File: config.mk
export PLATFORM = sky130hd
export DESIGN_NAME = ssg_bus_master_flat
export DESIGN_NICKNAME = d
export VERILOG_FILES = /design/src/rtl/ssg_bus_master_if.sv /design/src/rtl/ssg_bus_master.sv /design/src/flat_wrapper.sv
export SDC_FILE = /design/constraint.sdc
export NUM_CORES = 1
export LEC_CHECK = 0
export BUFFER_PORTS_ARGS = -buffer_cell sky130_fd_sc_hd__buf_2
export CORE_UTILIZATION = 35
export CTS_CLUSTER_DIAMETER = 100
export CTS_CLUSTER_SIZE = 30
export DETAILED_ROUTE_END_ITERATION = 7
export PLACE_DENSITY = 0.64
export SYNTH_ARGS = -nofsm -noshare
export SYNTH_HDL_FRONTEND = slang
export SYNTH_SLANG_ARGS = --single-unit
File: constraint.sdc
create_clock -name clk -period 2.65 [get_ports clk]
set_input_delay 0.53 -clock clk [delete_from_list [all_inputs] [get_ports clk]]
set_output_delay 0.53 -clock clk [all_outputs]
set_load 0.01 [all_outputs]
File: src/rtl/ssg_bus_master_if.sv
// rtl/ssg_bus_master_if.sv - SSG I/O bus (bus_io_req/bus_ack) with initiator and responder views
interface ssg_bus_master_if;
    logic        bus_io_req;
    logic        bus_ack;
    logic        bus_wrt;
    logic [15:0] bus_address;
    logic [7:0]  bus_wdata;
    logic [7:0]  bus_rdata;
    logic        bus_rdata_en;

    modport master (
        output bus_io_req, bus_wrt, bus_address, bus_wdata,
        input  bus_ack, bus_rdata, bus_rdata_en
    );

    modport slave (
        input  bus_io_req, bus_wrt, bus_address, bus_wdata,
        output bus_ack, bus_rdata, bus_rdata_en
    );
endinterface

File: src/rtl/ssg_bus_master.sv
// rtl/ssg_bus_master.sv - SSG register-access bus initiator with command FIFO; abort on timeout with SSG_BUS_MASTER_TIMEOUT_EN
module ssg_bus_master #(
    parameter logic [15:0] IO_BASE    = 16'h00A0,
    parameter int          FIFO_DEPTH = 4,
    parameter int          TIMEOUT    = 5
) (
    input  logic               clk,
    input  logic               reset,
    input  logic               cmd_valid,
    output logic               cmd_ready,
    input  logic               cmd_wrt,
    input  logic [3:0]         cmd_reg,
    input  logic [7:0]         cmd_wdata,
    output logic               rsp_valid,
    output logic [7:0]         rsp_rdata,
    output logic               rsp_error,
    output logic               busy,
    ssg_bus_master_if.master   bus
);
    localparam int             AW         = $clog2(FIFO_DEPTH);
    localparam logic [AW:0]    FULL_COUNT = FIFO_DEPTH[AW:0];

    if (FIFO_DEPTH < 2 || (FIFO_DEPTH & (FIFO_DEPTH - 1)) != 0 || TIMEOUT < 1) begin : g_bad_param
        $error("ssg_bus_master: FIFO_DEPTH must be a power of two >= 2 and TIMEOUT >= 1");
    end

    typedef enum logic [2:0] {IDLE, ADDR_REQ, ADDR_GAP, DATA_REQ, READ_WAIT, DONE} state_t;
    state_t state, state_nxt;

    logic [12:0]   fifo_mem [FIFO_DEPTH];
    logic [AW-1:0] wr_ptr, rd_ptr;
    logic [AW:0]   count;
    logic          push, pop;
    logic [12:0]   cmd_q;
    logic [7:0]    rdata_q;
    logic          capture, abort;

    wire       q_wrt   = cmd_q[12];
    wire [3:0] q_reg   = cmd_q[11:8];
    wire [7:0] q_wdata = cmd_q[7:0];

    assign cmd_ready = (count != FULL_COUNT);
    assign push      = cmd_valid && cmd_ready;
    assign pop       = (state == IDLE) && (count != '0);

    always_ff @(posedge clk) begin
        if (push) begin
            fifo_mem[wr_ptr] <= {cmd_wrt, cmd_reg, cmd_wdata};
        end
    end

    always_ff @(posedge clk) begin
        if (reset) begin
            wr_ptr <= '0;
            rd_ptr <= '0;
            count  <= '0;
        end else begin
            if (push) wr_ptr <= wr_ptr + 1'b1;
            if (pop)  rd_ptr <= rd_ptr + 1'b1;
            case ({push, pop})
                2'b10:   count <= count + 1'b1;
                2'b01:   count <= count - 1'b1;
                default: count <= count;
            endcase
        end
    end

    // Read data is only meaningful once the data-phase ack has been seen.
    assign capture = bus.bus_rdata_en &&
                     (((state == DATA_REQ) && bus.bus_ack && !q_wrt) || (state == READ_WAIT));

`ifdef SSG_BUS_MASTER_TIMEOUT_EN
    localparam int          TW       = $clog2(TIMEOUT + 1);
    localparam logic [TW-1:0] TMO_LAST = TW'(TIMEOUT - 1);
    logic [TW-1:0] tmo_cnt;
    logic          waiting, err_q;

    assign waiting = (state == ADDR_REQ) || (state == DATA_REQ) || (state == READ_WAIT);
    assign abort   = waiting && (tmo_cnt == TMO_LAST) &&
                     ((state == READ_WAIT) ? !bus.bus_rdata_en : !bus.bus_ack);

    always_ff @(posedge clk) begin
        if (reset || (state_nxt != state)) tmo_cnt <= '0;
        else if (waiting)                  tmo_cnt <= tmo_cnt + 1'b1;
    end

    always_ff @(posedge clk) begin
        if (reset || pop) err_q <= 1'b0;
        else if (abort)   err_q <= 1'b1;
    end
`else
    assign abort = 1'b0;
`endif

    always_ff @(posedge clk) begin
        if (reset) begin
            cmd_q   <= '0;
            rdata_q <= '0;
        end else if (pop) begin
            cmd_q   <= fifo_mem[rd_ptr];
            rdata_q <= '0;
        end else if (capture) begin
            rdata_q <= bus.bus_rdata;
        end
    end

    always_ff @(posedge clk) begin
        if (reset) state <= IDLE;
        else       state <= state_nxt;
    end

    always_comb begin
        state_nxt = state;
        case (state)
            IDLE:      if (count != '0) state_nxt = ADDR_REQ;
            ADDR_REQ:  if (bus.bus_ack) state_nxt = ADDR_GAP;
                       else if (abort)  state_nxt = DONE;
            ADDR_GAP:  state_nxt = DATA_REQ;
            DATA_REQ:  if (bus.bus_ack) state_nxt = (q_wrt || bus.bus_rdata_en) ? DONE : READ_WAIT;
                       else if (abort)  state_nxt = DONE;
            READ_WAIT: if (bus.bus_rdata_en || abort) state_nxt = DONE;
            DONE:      state_nxt = IDLE;
            default:   state_nxt = IDLE;
        endcase
    end

    // Bus and response outputs decode straight from flops, so they change only at clock edges.
    always_comb begin
        bus.bus_io_req  = 1'b0;
        bus.bus_wrt     = 1'b0;
        bus.bus_address = 16'h0000;
        bus.bus_wdata   = 8'h00;
        rsp_valid       = 1'b0;
        rsp_rdata       = 8'h00;
        rsp_error       = 1'b0;
        busy            = (count != '0) || (state != IDLE);
        case (state)
            ADDR_REQ: begin
                bus.bus_io_req  = 1'b1;
                bus.bus_wrt     = 1'b1;
                bus.bus_address = IO_BASE;
                bus.bus_wdata   = {4'd0, q_reg};
            end
            DATA_REQ: begin
                bus.bus_io_req  = 1'b1;
                bus.bus_wrt     = q_wrt;
                bus.bus_address = q_wrt ? IO_BASE + 16'd1 : IO_BASE + 16'd2;
                bus.bus_wdata   = q_wrt ? q_wdata : 8'h00;
            end
            DONE: begin
                rsp_valid = 1'b1;
                rsp_rdata = rdata_q;
`ifdef SSG_BUS_MASTER_TIMEOUT_EN
                rsp_error = err_q;
`endif
            end
            default: ;
        endcase
    end
endmodule
File: src/flat_wrapper.sv
// flat-port wrapper written by rule: the top's interface ports become plain ports
module ssg_bus_master_flat 
#(
    parameter logic [15:0] IO_BASE    = 16'h00A0,
    parameter int          FIFO_DEPTH = 4,
    parameter int          TIMEOUT    = 5
)
  (clk, reset, cmd_valid, cmd_ready, cmd_wrt, cmd_reg, cmd_wdata, rsp_valid, rsp_rdata, rsp_error, busy, bus_bus_io_req, bus_bus_wrt, bus_bus_address, bus_bus_wdata, bus_bus_ack, bus_bus_rdata, bus_bus_rdata_en);
  ssg_bus_master_if bus_i ();
  input  logic clk;
  input  logic reset;
  input  logic cmd_valid;
  output logic cmd_ready;
  input  logic cmd_wrt;
  input  logic [3:0] cmd_reg;
  input  logic [7:0] cmd_wdata;
  output logic rsp_valid;
  output logic [7:0] rsp_rdata;
  output logic rsp_error;
  output logic busy;
  output wire logic [$bits(bus_i.bus_io_req)-1:0] bus_bus_io_req;
  output wire logic [$bits(bus_i.bus_wrt)-1:0] bus_bus_wrt;
  output wire logic [$bits(bus_i.bus_address)-1:0] bus_bus_address;
  output wire logic [$bits(bus_i.bus_wdata)-1:0] bus_bus_wdata;
  input wire logic [$bits(bus_i.bus_ack)-1:0] bus_bus_ack;
  input wire logic [$bits(bus_i.bus_rdata)-1:0] bus_bus_rdata;
  input wire logic [$bits(bus_i.bus_rdata_en)-1:0] bus_bus_rdata_en;
  assign bus_bus_io_req = bus_i.bus_io_req;
  assign bus_bus_wrt = bus_i.bus_wrt;
  assign bus_bus_address = bus_i.bus_address;
  assign bus_bus_wdata = bus_i.bus_wdata;
  assign bus_i.bus_ack = bus_bus_ack;
  assign bus_i.bus_rdata = bus_bus_rdata;
  assign bus_i.bus_rdata_en = bus_bus_rdata_en;
  ssg_bus_master #(.IO_BASE(IO_BASE), .FIFO_DEPTH(FIFO_DEPTH), .TIMEOUT(TIMEOUT)) u_core (.clk(clk), .reset(reset), .cmd_valid(cmd_valid), .cmd_ready(cmd_ready), .cmd_wrt(cmd_wrt), .cmd_reg(cmd_reg), .cmd_wdata(cmd_wdata), .rsp_valid(rsp_valid), .rsp_rdata(rsp_rdata), .rsp_error(rsp_error), .busy(busy), .bus(bus_i));
endmodule
==> summary.md <==
| Metric | Value |
|---|---|
| Final Cycle Share | `0.923` |
| Clk_lat worst skew | `360 ps` |
| Rows | `37` |
| Top-area cell type share of the netlist area | `0.422` |
| Power consumption | `slightly below 4000 µW` |
| Initial antenna violation count | `0` |
| Largest net degree at the start of global routing | `33` |
| Data arrival time of the critical path | `1910 ps` |
| Largest cells by area after synthesis | `edfxtp_1, dfxtp_1, mux4_2` |
| Synth-to-layout area growth | `13.5%` |
| Setup crit end kind | `output port` |
| ANT cells | `0` |
| Share of layout cells above drive strength 1 | `0.271` |
| Wire length per cell | `15.2 µm` |
| Synth unique cells | `40` |
| Setup Skew | `~13 ps` |
| Dominant synthesized flop cell | `edfxtp_1` |
| Post-Syn Area per Cell | `approximately 13 µm²` |
| Post-route ant nets | `0` |
| Status | `completed` |
| # nets final | `363` |
| Tot GR Track Use | `0.140` |
| TNS Setup | `0 ps` |
| Chip height | `105 µm` |
| Synth warn | `0` |
| Fmax achieved | `just over 400 MHz` |
| Post-CTS setup buffer count | `0` |
| Post-Syn Area | `0.00370 mm²` |
| Seq/Total Area, Yosys | `0.589` |
| Max IR drop VDD | `0.444 mV` |
| Crit path launch type | `flip-flop` |
| Leak | `0.00152 µW` |
| RSZ-0062 raised after global routing | `no` |
| Clock root buffer | `clkbuf_8` |
| Crit path kind | `reg2out` |
| Initial drt markers | `~120` |
| Slew margin rel. | `0.491` |
| Max Slew Vio Count | `0` |
| Clk sink count | `between 80 and 90` |
| Max clock buf depth | `2` |
| WL final | `between 7 and 8 mm` |
| CTS H-tree depth | `3` |
| Post-synthesis cell count | `289` |
| CP max FO | `9` |
| Hold crit path type | `in2reg` |
| Grt total ovfl | `0` |
| PortBufs | `50` |
| CTS Buf Count | `9` |
| Num ports | `64` |
| DRT Pass-1 Iters | `4` |
| Vias in the first global route | `between 2,000 and 2,500` |
| Critical path required time | `roughly 2100 ps` |
| Die area | `approximately 0.011 mm²` |
| Reg clk slew, reported paths | `90 ps` |
| Count of final setup violators | `0` |
| Placed inst area | `0.00400 mm²` |
| Post-synth EDFFs | `52` |
| Starting Density | `0.360` |
| Worst Max-Slew Pin Slew | `763 ps` |
| DRC | `0` |
| Power Density | `918 mW/mm²` |
| Largest area contributor in the netlist | `edfxtp_1` |
| Final hold violation count | `0` |
| Vias per Instance | `4.98` |
| Synthesized flop and latch total | `between 80 and 90` |
| Setup ws final | `205 ps` |
| RePlAce Congestion | `roughly 0.73` |
| Via count | `2,351` |
| Post-DP HPWL | `4.66 mm` |
| Max-cap violations | `0` |
| Pre-CTS WS | `approximately 310 ps` |
| Async SR Flop Fraction | `0` |
| CTS tree | `built` |
| Worst reg2reg setup slack | `300 ps` |
| Post-layout minimum cycle time | `between 2000 and 2500 ps` |
| Core Box Area | `between 0.01 and 0.015 mm²` |
| Final Core Density | `0.409` |
| Die width | `105 µm` |
| First-pass GRT wire length | `11.6 mm` |
| Post-Layout Inst Area | `around 0.0042 mm²` |
-- area by class of cell --
| type | instances | area, µm² |
|---|---|---|
| repair buffers | 56 | 295 |
| clock buffers | 9 | 124 |
| fillers | 984 | 6080 |
| well taps | 136 | 170 |
| flip-flops and latches | 83 | 2180 |
| multi-input cells | 172 | 1310 |
| inverters | 9 | 33.8 |
| clock inverters | 7 | 81.3 |
-- cell usage after synthesis (2+ instances only) --
cell,n
buf_6,2
and3_1,6
edfxtp_1,52
or3_1,3
dfxtp_1,31
nand3_1,18
a21o_1,2
o211ai_1,16
buf_4,16
nand2_1,5
o21ai_0,15
inv_1,8
ha_1,5
clkbuf_1,10
nor2_1,7
nor3_2,2
mux2i_1,8
nand2b_1,7
buf_2,8
xor2_1,3
a21oi_1,23
mux4_2,13
and2_1,12
-- final timing paths --
| check | startpoint | to | cells past startpoint |
|---|---|---|---|
| setup / recovery | u_core.state[2] | bus_bus_wdata[6] | 5 |
| hold / removal | cmd_wdata[5] | u_core.fifo_mem[3][5] | 1 |
| setup reg to reg | u_core.count[2] | u_core.count[2] | 8 |
| hold reg to reg | u_core.cmd_q[4] | u_core.cmd_q[4] | 2 |
-- metal layers --
layer / wire length (µm) / GRT usage / share of wire / vias to the layer above
met5: 0 / 0 / 0 / -
met4: 124 / 0.0533 / 0.017 / 0
met3: 324 / 0.0368 / 0.045 / 9
met2: 3450 / 0.229 / 0.48 / 77
met1: 3290 / 0.177 / 0.46 / 1133
li1: - / - / - / 1132
-- layout by cell type, fill, tap and decap left out, drive strengths merged --
cell / instances
a21o: 2
nand4b: 1
bufinv: 1
o31ai: 1
nor3: 3
a31o: 1
nand4bb: 1
dfxtp: 31
nand2b: 7
or3b: 1
ha: 5
nand2: 5
xor2: 3
a311oi: 1
clkbuf: 9
conb: 13
mux2i: 8
inv: 12
mux4: 13
and3: 6
nand4: 1
o21a: 1
a21oi: 23
buf: 56
nor2: 8
o21ai: 16
a222oi: 1
or3: 4
and2: 12
fa: 1
edfxtp: 52
nand3: 18
o211ai: 16
clkinv: 3
-- logic make-up after synthesis --
group / after synthesis / share of synthesized area
xor+xnor: 3 / 0.00710
compound gates: 62 / 0.104
flops: 83 / 0.589
mux: 21 / 0.101
buf+inv: 46 / 0.0696
simple gates: 67 / 0.106
fa+ha+maj: 6 / 0.0223
other cells: 1 / 0.00101
-- critical path, cell delays in order (launching register included) --
cell and delay, ps:
dfxtp_1 500, nand2b_1 290, inv_1 140, and3_1 280
and2_1 210, buf_2 140
-- report_power, final --
group	switching (µW)	internal (µW)
Clock	502	452
Combinational	738	464
Sequential	133	1570
-- through the flow --
step                cells  hold slack, ps
floorplan             301             449
global placement      456             459
detailed placement    456             466
CTS                   472             368
global route          472             362
finish                472             379
-- state kept, by name, summed over array words and instances, names as in the netlist --
signal	cells
u_core.cmd_q	13
u_core.state	3
u_core.rdata_q	8
u_core.wr_ptr	2
u_core.fifo_mem	52
u_core.rd_ptr	2
u_core.count	3
-- timing repair --
item                                    in CTS  in global routing
endpoints found under the setup margin       0                  1
resized for setup                            0                  1
hold endpoints to repair                     0                  0
hold buffers                                 0                  0
Note: power is estimated with default switching activity, not from simulation.
